--- src/rtl/master_writeback_control.sv ---
// Skewed write-address sequencer: lane j writes rows base..base+num_row, lagging lane 0 by j cycles,
// so stores line up with the diagonal wavefront leaving the bottom edge of the systolic array.
module master_writeback_control #(
    parameter int addr_width   = 8,
    parameter int width_height = 16
) (
    input  logic                               clk,
    input  logic                               reset,
    input  logic                               active,
    input  logic [addr_width-1:0]              base_addr,
    input  logic [$clog2(width_height)-1:0]    num_row,
    input  logic [$clog2(width_height)-1:0]    num_col,
    input  logic                               data_valid,
    output logic [addr_width*width_height-1:0] out_addr,
    output logic [width_height-1:0]            out_wr_en,
    output logic                               busy,
    output logic                               done
);

    localparam int CW = $clog2(width_height);
    localparam int KW = CW + 1;

    typedef enum logic [1:0] {
        IDLE  = 2'd0,
        WAIT  = 2'd1,
        WRITE = 2'd2,
        DONE  = 2'd3
    } state_t;

    state_t                               state_q, state_d;
    logic [KW-1:0]                        k_q, k_d;
    logic [addr_width-1:0]                base_q, base_d;
    logic [CW-1:0]                        num_row_q, num_row_d;
    logic [CW-1:0]                        num_col_q, num_col_d;
    logic [addr_width*width_height-1:0]   out_addr_q, out_addr_d;
    logic [width_height-1:0]              out_wr_en_q, out_wr_en_d;
    logic                                 busy_q, busy_d;
    logic                                 done_q, done_d;
    logic                                 load_s;
    logic [KW-1:0]                        step_s;
    logic [KW-1:0]                        last_s;

    // Last step index is num_row+num_col; one extra bit keeps the max case from overflowing.
    assign last_s = {1'b0, num_row_q} + {1'b0, num_col_q};

    // Next-state, latching and per-lane output decode for the step about to be presented.
    always_comb begin
        state_d     = state_q;
        k_d         = k_q;
        base_d      = base_q;
        num_row_d   = num_row_q;
        num_col_d   = num_col_q;
        busy_d      = busy_q;
        done_d      = done_q;
        load_s      = 1'b0;
        step_s      = {KW{1'b0}};
        out_addr_d  = {(addr_width*width_height){1'b0}};
        out_wr_en_d = {width_height{1'b0}};

        case (state_q)
            IDLE, DONE: begin
                if (active) begin
                    state_d   = WAIT;
                    base_d    = base_addr;
                    num_row_d = num_row;
                    num_col_d = num_col;
                    busy_d    = 1'b1;
                    done_d    = 1'b0;
                end else begin
                    state_d = state_q;
                end
            end
            WAIT: begin
                if (data_valid) begin
                    state_d = WRITE;
                    k_d     = {KW{1'b0}};
                    step_s  = {KW{1'b0}};
                    load_s  = 1'b1;
                end else begin
                    state_d = WAIT;
                end
            end
            WRITE: begin
                if (k_q == last_s) begin
                    state_d = DONE;
                    busy_d  = 1'b0;
                    done_d  = 1'b1;
                end else begin
                    k_d    = k_q + {{(KW-1){1'b0}}, 1'b1};
                    step_s = k_q + {{(KW-1){1'b0}}, 1'b1};
                    load_s = 1'b1;
                end
            end
            default: begin
                state_d = IDLE;
                busy_d  = 1'b0;
                done_d  = 1'b0;
            end
        endcase

        // Lane j at step k holds row k-j when that row and column are inside the requested tile.
        for (int j = 0; j < width_height; j++) begin
            if (load_s && (KW'(j) <= {1'b0, num_col_q}) && (step_s >= KW'(j)) &&
                ((step_s - KW'(j)) <= {1'b0, num_row_q})) begin
                out_wr_en_d[j]                         = 1'b1;
                out_addr_d[j*addr_width +: addr_width] = base_q + addr_width'(step_s - KW'(j));
            end else begin
                out_wr_en_d[j]                         = 1'b0;
                out_addr_d[j*addr_width +: addr_width] = {addr_width{1'b0}};
            end
        end
    end

    // State and registered outputs with synchronous reset.
    always_ff @(posedge clk) begin
        if (reset) begin
            state_q     <= IDLE;
            k_q         <= {KW{1'b0}};
            base_q      <= {addr_width{1'b0}};
            num_row_q   <= {CW{1'b0}};
            num_col_q   <= {CW{1'b0}};
            out_addr_q  <= {(addr_width*width_height){1'b0}};
            out_wr_en_q <= {width_height{1'b0}};
            busy_q      <= 1'b0;
            done_q      <= 1'b0;
        end else begin
            state_q     <= state_d;
            k_q         <= k_d;
            base_q      <= base_d;
            num_row_q   <= num_row_d;
            num_col_q   <= num_col_d;
            out_addr_q  <= out_addr_d;
            out_wr_en_q <= out_wr_en_d;
            busy_q      <= busy_d;
            done_q      <= done_d;
        end
    end

    assign out_addr  = out_addr_q;
    assign out_wr_en = out_wr_en_q;
    assign busy      = busy_q;
    assign done      = done_q;

endmodule

--- config.mk ---
export PLATFORM = sky130hd
export DESIGN_NAME = master_writeback_control
export DESIGN_NICKNAME = d
export VERILOG_FILES = /design/src/rtl/master_writeback_control.sv
export SDC_FILE = /design/constraint.sdc
export NUM_CORES = 1
export LEC_CHECK = 0
export ABC_AREA = 1
export CORE_MARGIN = 2
export CORE_UTILIZATION = 45
export CTS_CLUSTER_DIAMETER = 100
export DETAILED_ROUTE_END_ITERATION = 7
export PLACE_DENSITY = 0.69
export SYNTH_ARGS = -nofsm -noshare
export SYNTH_HDL_FRONTEND = slang
export SYNTH_SLANG_ARGS = --single-unit
export TNS_END_PERCENT = 100
--- constraint.sdc ---
create_clock -name clk -period 10.8 [get_ports clk]
set_input_delay 2.16 -clock clk [delete_from_list [all_inputs] [get_ports clk]]
set_output_delay 2.16 -clock clk [all_outputs]
set_load 0.1 [all_outputs]
**Yosys cells after proc, flatten, opt, wreduce, memory -nomap -nowiden**

Index checks and enable logic that the tools add are counted.

- $add $sub $neg: 48
- Order comparisons: 47
- Eq/ne operators: 8
- Multiplexer cells: 34
- Bitwise logic cells: 16
- Reduce and logical (&&, ||, !) cells: 71

Operators by type and width:

| operator | number |
|---|---|
| adder 8 bit | 15 |
| less-or-equal comparator 5 x 4 -> 1 bit | 16 |
| subtractor 5 x 4 -> 6 bit (second input constant) | 8 |
| logical AND 1 bit | 47 |
| greater-or-equal comparator 5 x 4 -> 1 bit (second input constant) | 8 |
| subtractor 5 x 4 -> 5 bit (second input constant) | 8 |
| OR reduction 2 bit | 17 |
| less-or-equal comparator 4 bit (first input constant) | 8 |
| subtractor 5 x 3 -> 6 bit (second input constant) | 4 |
| 2-to-1 mux 1 bit | 22 |
| greater-or-equal comparator 5 x 3 -> 1 bit (second input constant) | 4 |
| 2-to-1 mux 5 bit | 4 |
| subtractor 5 x 3 -> 5 bit (second input constant) | 4 |
| less-or-equal comparator 3 x 4 -> 1 bit (first input constant) | 4 |
| inverter 1 bit | 16 |
| subtractor 5 x 2 -> 6 bit (second input constant) | 2 |
| greater-or-equal comparator 5 x 1 -> 1 bit (second input constant) | 2 |
| greater-or-equal comparator 5 x 2 -> 1 bit (second input constant) | 2 |
| one-hot mux 5 bit (2 select lines) | 1 |
| subtractor 5 x 2 -> 5 bit (second input constant) | 2 |
| adder 8 x 5 -> 8 bit | 1 |
| less-or-equal comparator 2 x 4 -> 1 bit (first input constant) | 2 |
| != test 2 bit (second input constant) | 4 |
| 2-to-1 mux 2 bit | 3 |
| other kinds (14) | 20 |

- Register bits after elaboration: 169
- Output and inout bits: 146

**Logic depth before layout (Yosys ltp)**

Gate-level depths: netlist (run 1).

- Depth after elaboration: 9
- Depth in mapped cells: 29
- Depth with buffers taken out: 29

**Least setup slack after synthesis (run 1)**

OpenSTA, ideal clock, no wires.

- Path type: reg2reg
- Start point: register num_col_q[0]
- End point: register out_addr_q[109] (netlist: out_addr[109])
- Library setup time: 0.118 ns
- Arrival time: 4.128 ns
- Data required time: 10.682 ns
- Path slack: 6.554 ns
- Stages on the path, launching flop included: 26
- Buffers on the path: 0
- Period minus slack after synthesis: 4.246 ns
- Cells stage by stage: dfxtp_1 > ha_1 > fa_1 > inv_1 > nand2_1 > nand2_1 > nor2_2 > nand2_1 > nor2_4 > nand2_4 > nand2_4 > nor2_2 > inv_1 > ha_1 > inv_1 > xor2_1 > inv_1 > ha_1 > a21o_1 > a31oi_1 > inv_1 > nand2_1 > nand2_1 > a21oi_1 > xor2_1 > nor2_1

- Word-level cells in the longest chain between the ends: 9
- Elaborated cells between the ends (all ways): 17

Ends and longest elaborated chain:

| element | line | source |
|---|---|---|
| from (decl) | 34 | `logic [CW-1:0] num_col_q, num_col_d;` |
| from (signal assigned) | 121 | `num_col_q <= {CW{1'b0}};` |
| from (signal assigned) | 131 | `num_col_q <= num_col_d;` |
| adder 4 x 4 -> 5 bit | 44 | `assign last_s = {1'b0, num_row_q} + {1'b0, num_col_q};` |
| equality test 5 bit | 84 | `if (k_q == last_s) begin` |
| 2-to-1 mux 5 bit or 2-to-1 mux 1 bit (tied branches) | 84 |  |
| 2-to-1 mux 5 bit or one-hot mux 1 bit (2 select lines) (tied branches) | n/a |  |
| subtractor 5 x 4 -> 5 bit (tied with other cells) | 104 | `((step_s - KW'(j)) <= {1'b0, num_row_q})) begin` |
| less-or-equal comparator 5 x 4 -> 1 bit or logical AND 1 bit (tied branches) | 104, 103 |  |
| logical AND 1 bit | 103 | `if (load_s && (KW'(j) <= {1'b0, num_col_q}) && (step_s >= KW'(j)) &&` |
| inverter 1 bit (no source line) | n/a |  |
| OR reduction 2 bit (no source line) | n/a |  |
| to (signal assigned) | 122 | `out_addr_q <= {(addr_width*width_height){1'b0}};` |
| to (signal assigned) | 132 | `out_addr_q <= out_addr_d;` |
| to (decl) | 35 | `logic [addr_width*width_height-1:0] out_addr_q, out_addr_d;` |

Parallel ways exist; a longest one is shown, timed or not.
A chain may end at the register's enable or synchronous reset.

**Final worst setup path (run 1)**

- Start point: register num_col_q[0]
- End point: register out_addr_q[43] (netlist: out_addr[43])

- Word-level cells in the longest chain between the ends: 9
- Elaborated cells between the ends (all ways): 17

Ends and longest elaborated chain:

| element | line |
|---|---|
| adder 4 x 4 -> 5 bit | 44 |
| equality test 5 bit | 84 |
| 2-to-1 mux 5 bit or 2-to-1 mux 1 bit (tied branches) | 84 |
| 2-to-1 mux 5 bit or one-hot mux 1 bit (2 select lines) (tied branches) | n/a |
| subtractor 5 x 3 -> 5 bit (tied with other cells) | 104 |
| less-or-equal comparator 5 x 4 -> 1 bit or logical AND 1 bit (tied branches) | 104, 103 |
| logical AND 1 bit | 103 |
| inverter 1 bit (no source line) | n/a |
| OR reduction 2 bit (no source line) | n/a |

Parallel ways exist; a longest one is shown, timed or not.

==> impl_metrics.json, run 1 <==
{
  "yosys_warnings": 0,
  "max_slew_margin_pct": 23.3,
  "antenna_found_initial": 0,
  "postCtsSetupBuffers": 0,
  "post-route-period-util_pct": 47.0,
  "first_iter_violations": 551,
  "ios": 166,
  "muxShareOfSynthArea_pct": 0,
  "avgSynthCellArea_um2": 7.42,
  "synth_top_family_by_area": "simple AND/OR/NAND/NOR gates",
  "clk_latency_ns": 0.44,
  "min_from": "base_q[4]$_SDFFE_PP0P_",
  "fin_skew_ns": 0.00840,
  "slew_viol_final": 0,
  "ys_seq_elements": 169,
  "htreeDepth": 4,
  "cp_max_fo": 15,
  "ctsResizeCount": 0,
  "power.leakage_nw": 6.23,
  "endpoint_kind": "flop",
  "fin_setup_tns_ns": 0,
  "antenna_cells": 0,
  "cts-hold-fix-buffers": 0,
  "start_util_pct": 45.3,
  "reg2reg_to": "out_addr[43]$_SDFF_PP0_",
  "n_fill_cell": 2240,
  "clk_pin_slew_ns": 0.07,
  "hold-path-endpoint": "base_q[4]$_SDFFE_PP0P_",
  "cts_buffers": 17,
  "grt_remaining_overflow": 0,
  "reg2reg_depth": 26,
  "wl_mm": 30.3,
  "die_area_um2": 24700,
  "outcome": "finished clean",
  "hold_violations": 0,
  "async_reset_ff_share_pct": 0,
  "power.ir.vdd_worst_uv": 94.7,
  "critPathArrivalTime_ns": 5.45,
  "synth.cell_area_um2": 10500,
  "synthCells": 1420,
  "grt_max_degree": 32,
  "setup_viol": 0,
  "layout_setup_ws_ns": 5.73,
  "tightestPinTransition_ns": 1.15,
  "die_w_um": 157,
  "grt.total_usage_pct": 24.6,
  "timing.final.crit_period_ns": 5.07,
  "hold-path-cell-count": 2,
  "clockRootBuffer": "clkbuf_16",
  "drc_errors": 0,
  "powerDensity_nw_per_um2": 148,
  "synth_compound_area_share_pct": 11.9,
  "syn_to_final_growth_pct": 24.5,
  "drive_gt1_share_pct": 5.41,
  "row_count": 56,
  "synth_xor_area_share_pct": 6.07,
  "critical_path_required_ns": 11.17,
  "wl_per_cell_um": 15.7,
  "grt_pass1_vias": 9005,
  "r2r_slack_ns": 5.73,
  "final_antenna_net_count": 0,
  "synth_edf_count": 0,
  "grt_first_pass_wirelength_mm": 47.0,
  "synthSimpleGateAreaFrac_pct": 24.1,
  "fp.coreArea_um2": 23300,
  "synth_ff_type": "dfxtp_1",
  "numPortBuffers": 165,
  "clkSinkCount": 169,
  "hpwl_mm": 22.7,
  "avgViaCountPerCell": 5.04,
  "gp_congestion": 0.995,
  "rsz0062_at_grt": "false",
  "yosysUniqueCellTypes": 50,
  "hp-class": "reg -> reg",
  "seqCellArea_um2": 3380,
  "fmax_mhz": 197,
  "synth_adder_area_share_pct": 17.5,
  "die_y_um": 157,
  "start_kind": "flop",
  "power.total_mw": 1.95,
  "yosysSeqAreaShare_pct": 32.1,
  "multi_input_area_um2": 6280,
  "final_core_util_pct": 56.4,
  "dp_slack_ns": 5.77,
  "fin_nets": 1760,
  "crit_type": "reg -> reg",
  "tritoncts": "built",
  "r2r-start": "num_col_q[0]$_SDFFE_PP0P_",
  "syn-num-nets": 1584,
  "cap_violations": 0,
  "clockBufferDepth": 2,
  "vias": 9715,
  "first_pass_iters": 5
}
## critical path, stage by stage (launching register included)
cell,delay (ns)
dfxtp_1,0.43
ha_1,0.24
fa_1,0.44
inv_1,0.07
nand2_1,0.04
nand2_1,0.08
nor2_2,0.05
nand2_1,0.10
nor2_4,0.04
nand2_4,0.11
nand2_4,0.09
nor2_2,0.59
inv_1,0.37
ha_1,0.51
inv_1,0.12
ha_1,0.28
inv_1,0.07
nor2_1,0.04
nor2_1,0.14
inv_1,0.07
a21oi_1,0.17
nor2_1,0.06
o21ai_0,0.22
nand3_1,0.14
nor2_1,0.17
nand2_1,0.21
nor2_1,0.16
## per-stage QoR
step                hold slack (ns)  area, µm²  cells
floorplan                     0.466      10500   1420
finish                        0.490      13100   1927
global route                  0.513      13100   1927
detailed placement            0.481      12500   1896
CTS                           0.498      13100   1927
global placement              0.468      12500   1896
## kinds of logic (layout without fill, tap and decap cells)
family	count (synthesis)	after routing
simple gates	585	585
fa+ha+maj	144	144
compound gates	229	229
buf+inv	223	411
flops	169	169
xor+xnor	70	70
## cells in the final DEF, fill, tap and decap left out, types with 7 or more instances in the layout
| master | count |
|---|---|
| nand2_1 | 229 |
| nor2_1 | 216 |
| inv_1 | 201 |
| dfxtp_1 | 169 |
| clkdlybuf4s50_1 | 165 |
| ha_1 | 138 |
| a21oi_1 | 120 |
| o21ai_0 | 68 |
| nand3_1 | 65 |
| xor2_1 | 48 |
| xnor2_1 | 20 |
| clkbuf_16 | 17 |
| nor2_2 | 12 |
| nand4_1 | 12 |
| nor3_1 | 10 |
| or2_2 | 10 |
| o21bai_1 | 7 |
| nand3_2 | 7 |
| a21o_1 | 7 |
## per-layer routing
layer	track usage, %	vias up	part of all wire (%)
met5	0	-	0
met4	7.92	0	2.2
met1	31.7	4420	45
met3	5.07	49	6.5
met2	41.4	312	47
li1	-	4934	-
## final cells by class
class / instances / area share, %
clock buffer: 19 / 3.30
clock inverter: 12 / 1.08
multi-input combinational: 1028 / 47.9
tap: 319 / 3.04
sequential: 169 / 25.8
timing repair buffer: 171 / 12.9
inverter: 209 / 5.98
## cells in the mapped netlist, types with 10 or more instances
| library cell | number | share of area (%) |
|---|---|---|
| nand2_1 | 229 | 8.2 |
| nor2_2 | 12 | 0.71 |
| inv_1 | 201 | 7.2 |
| o21ai_0 | 68 | 3.2 |
| or2_2 | 10 | 0.59 |
| nand4_1 | 12 | 0.71 |
| xor2_1 | 48 | 4.0 |
| nor3_1 | 10 | 0.47 |
| dfxtp_1 | 169 | 32 |
| nor2_1 | 216 | 7.7 |
| ha_1 | 138 | 16 |
| nand3_1 | 65 | 3.1 |
| a21oi_1 | 120 | 5.7 |
| xnor2_1 | 20 | 1.7 |
## sequential cells by signal (all words and copies together) (netlist names)
signal	flops
busy	1
done	1
out_wr_en	16
k_q	5
out_addr	128
num_row_q	4
num_col_q	4
state_q	2
base_q	8
## power by group
group          leakage, nW  switching, mW  internal, mW
combinational         4.60          0.419         0.245
clock                0.263          0.271         0.342
sequential            1.37         0.0316         0.638
## worst max path at each step
stage	start	endpoint	slack (ns)	cells after the start
after floorplan	num_col_q[0]$_SDFFE_PP0P_	out_addr[109]$_SDFF_PP0_	6.55	25
after global placement	num_col_q[0]$_SDFFE_PP0P_	out_addr[43]$_SDFF_PP0_	5.87	26
after detailed placement	num_col_q[0]$_SDFFE_PP0P_	out_addr[43]$_SDFF_PP0_	5.77	26
after CTS	num_col_q[0]$_SDFFE_PP0P_	out_addr[110]$_SDFF_PP0_	5.74	25
after global routing	num_row_q[0]$_SDFFE_PP0P_	out_addr[42]$_SDFF_PP0_	5.24	26
final	num_col_q[0]$_SDFFE_PP0P_	out_addr[43]$_SDFF_PP0_	5.73	26
Note: power is estimated with default switching activity, not from simulation.
==> run 2, diff against run 1 <==
Settings changed: PLACE_DENSITY 0.69 to 0.71.
Clock period 10.8 ns to 4.4 ns, I/O delays scaled along.
==> impl_metrics.json, run 2 (same netlist as run 1, synthesis figures left out) <==
{
  "antenna_cells": 0,
  "r2r_slack_ns": 0.26,
  "htreeDepth": 4,
  "start_kind": "flop",
  "final_antenna_net_count": 0,
  "cp_max_fo": 7,
  "final_core_util_pct": 58.8,
  "grt_first_pass_wirelength_mm": 49.0,
  "largest_register_ffs": 128,
  "grt_max_degree": 27,
  "timing.final.crit_period_ns": 4.14,
  "internal_power_mw": 3.15,
  "cts_buffers": 17,
  "n_fill_cell": 2125,
  "tritoncts": "built",
  "row_count": 56,
  "reg2reg_depth": 22,
  "drive_gt1_share_pct": 10.1,
  "rsz0062_at_grt": "true",
  "crit_path_top_delay_cell": "fa_1",
  "ios": 166,
  "die_y_um": 157,
  "clockRootBuffer": "clkbuf_16",
  "tightestPinTransition_ns": 1.01,
  "hpwl_mm": 23.4,
  "syn_to_final_growth_pct": 29.8,
  "avgViaCountPerCell": 5.02,
  "grt_pass1_vias": 9623,
  "fin_setup_tns_ns": 0,
  "path_depth": 22,
  "die_w_um": 157,
  "post-route-period-util_pct": 94.2,
  "fmax_mhz": 241,
  "path_delay_family": "adder cells",
  "final_cell_count_no_fill": 1986,
  "powerDensity_nw_per_um2": 360,
  "power.ir.vdd_worst_uv": 257,
  "final_cell_mix": "nand2_1 (227), nor2_1 (211), inv_1 (200), dfxtp_1 (168), clkdlybuf4s50_1 (165)",
  "grt.total_usage_pct": 25.4,
  "comb_power_share_pct": 35.1,
  "setup_viol": 0,
  "critPathArrivalTime_ns": 4.49,
  "reg2reg_to": "out_addr[94]$_SDFF_PP0_",
  "grt_remaining_overflow": 0,
  "wl_per_cell_um": 15.5,
  "endpoint_kind": "flop",
  "die_area_um2": 24700,
  "wl_mm": 30.8,
  "cp_cell_sequence": "ha_1 > fa_1 > inv_1 > nand2_1 > nand2_1 > nor2_2 > nand2_1 > nor2_4 > nand2_4 > nand2_4 > nor2_2 > inv_2 > buf_4 > ha_1 > buf_4 > fa_1 > a21oi_2 > o21ai_0 > a21oi_1 > o21bai_1 > or2_2 > a21oi_1",
  "hp-class": "reg -> reg",
  "first_iter_violations": 707,
  "numPortBuffers": 165,
  "clkPwrFrac_pct": 31.6,
  "vias": 9961,
  "clkSinkCount": 169,
  "crit_type": "reg -> reg",
  "cap_violations": 0,
  "crit_path_end": "out_addr[94]$_SDFF_PP0_",
  "first_pass_iters": 6,
  "clk_latency_ns": 0.44,
  "crit_start": "num_row_q[0]$_SDFFE_PP0P_",
  "r2r-start": "num_row_q[0]$_SDFFE_PP0P_",
  "fp.coreArea_um2": 23300,
  "p_seq_share_pct": 33.3,
  "power.leakage_nw": 6.57,
  "gp_congestion": 0.952,
  "hold_ws_ns": 0.478,
  "final_common_cell": "nand2_1",
  "hold_violations": 0,
  "fin_nets": 1819,
  "outcome": "finished clean",
  "start_util_pct": 45.3,
  "dp_cells": 1952,
  "cp_num_buf_inv": 4,
  "cp_common_cell": "nand2_1",
  "critical_path_required_ns": 4.75,
  "fin_skew_ns": 0.0111,
  "swShare_pct": 36.1,
  "drc_errors": 0,
  "antenna_found_initial": 0,
  "clockBufferDepth": 2,
  "clk_pin_slew_ns": 0.06,
  "max_stage_delay_ns": 0.48,
  "max_slew_margin_pct": 32.7,
  "slew_viol_final": 0,
  "p_sw_mw": 1.78
}
## run 2: cell types whose count changed in the layout (fill, tap and decap cells not counted), sizes merged
cell,change
buf,+59
clkbuf,+3
clkinv,+3
clkinvlp,-4
inv,-2
## run 2: cell type report
cell class                 count  area, µm²  area share, %
clock buffer                  22        494           3.61
clock inverter                 9        113          0.823
inverter                     209        785           5.73
multi-input combinational   1028       6370           46.5
sequential                   169       3380           24.7
tap                          319        399           2.92
timing repair buffer         230       2140           15.7
## run 2: per-stage QoR
step / instance area (µm²) / total power [mW] / setup WS (ns)
after CTS: 13600 / 4.91 / 0.146
final: 13700 / 4.93 / 0.256
after global placement: 13000 / 3.32 / 0.250
after global routing: 13700 / 5.24 / -0.0702
after floorplan: 10500 / 2.89 / 0.154
after detailed placement: 13000 / 3.35 / 0.220
## run 2: worst min-delay path by stage
stage	from	slack (ns)	depth (start not counted)	to
finish	done$_SDFFE_PP0P_	0.48	2	done$_SDFFE_PP0P_
global route	done$_SDFFE_PP0P_	0.51	2	done$_SDFFE_PP0P_
CTS	done$_SDFFE_PP0P_	0.48	2	done$_SDFFE_PP0P_
detailed placement	done$_SDFFE_PP0P_	0.46	2	done$_SDFFE_PP0P_
global placement	done$_SDFFE_PP0P_	0.47	2	done$_SDFFE_PP0P_
floorplan	state_q[1]$_SDFFE_PP0P_	0.47	2	state_q[1]$_SDFFE_PP0P_
## run 2: per-layer routing
| layer | track usage, % | share of wire (%) |
|---|---|---|
| met2 | 43.0 | 47 |
| met4 | 8.27 | 2.6 |
| met1 | 32.1 | 44 |
| met3 | 5.62 | 6.5 |
| met5 | 0 | 0 |
## run 2: worst reg2reg max path, cell delays in order, from the launching register on
cell,delay (ns)
dfxtp_1,0.42
ha_1,0.23
fa_1,0.44
inv_1,0.08
nand2_1,0.05
nand2_1,0.08
nor2_2,0.05
nand2_1,0.11
nor2_4,0.05
nand2_4,0.11
nand2_4,0.10
nor2_2,0.14
inv_2,0.08
buf_4,0.16
ha_1,0.31
buf_4,0.17
fa_1,0.48
a21oi_2,0.21
o21ai_0,0.12
a21oi_1,0.16
o21bai_1,0.09
or2_2,0.27
a21oi_1,0.15
## run 2: timing repair
action,CTS,global route
gates resized for setup,0,29
setup buffers,0,3
hold buffers,0,0
endpoints found under the setup margin,0,50
## run 2: power groups by stage
| stage | Combinational, mW | Sequential [mW] | Clock, mW |
|---|---|---|---|
| 2_1_floorplan | 1.21 | 1.68 | 0 |
| 3_3_place_gp | 1.64 | 1.67 | 0 |
| 3_5_place_dp | 1.68 | 1.67 | 0 |
| 4_1_cts | 1.70 | 1.64 | 1.58 |
| 5_1_grt | 1.95 | 1.65 | 1.64 |
| 6_report | 1.73 | 1.64 | 1.55 |
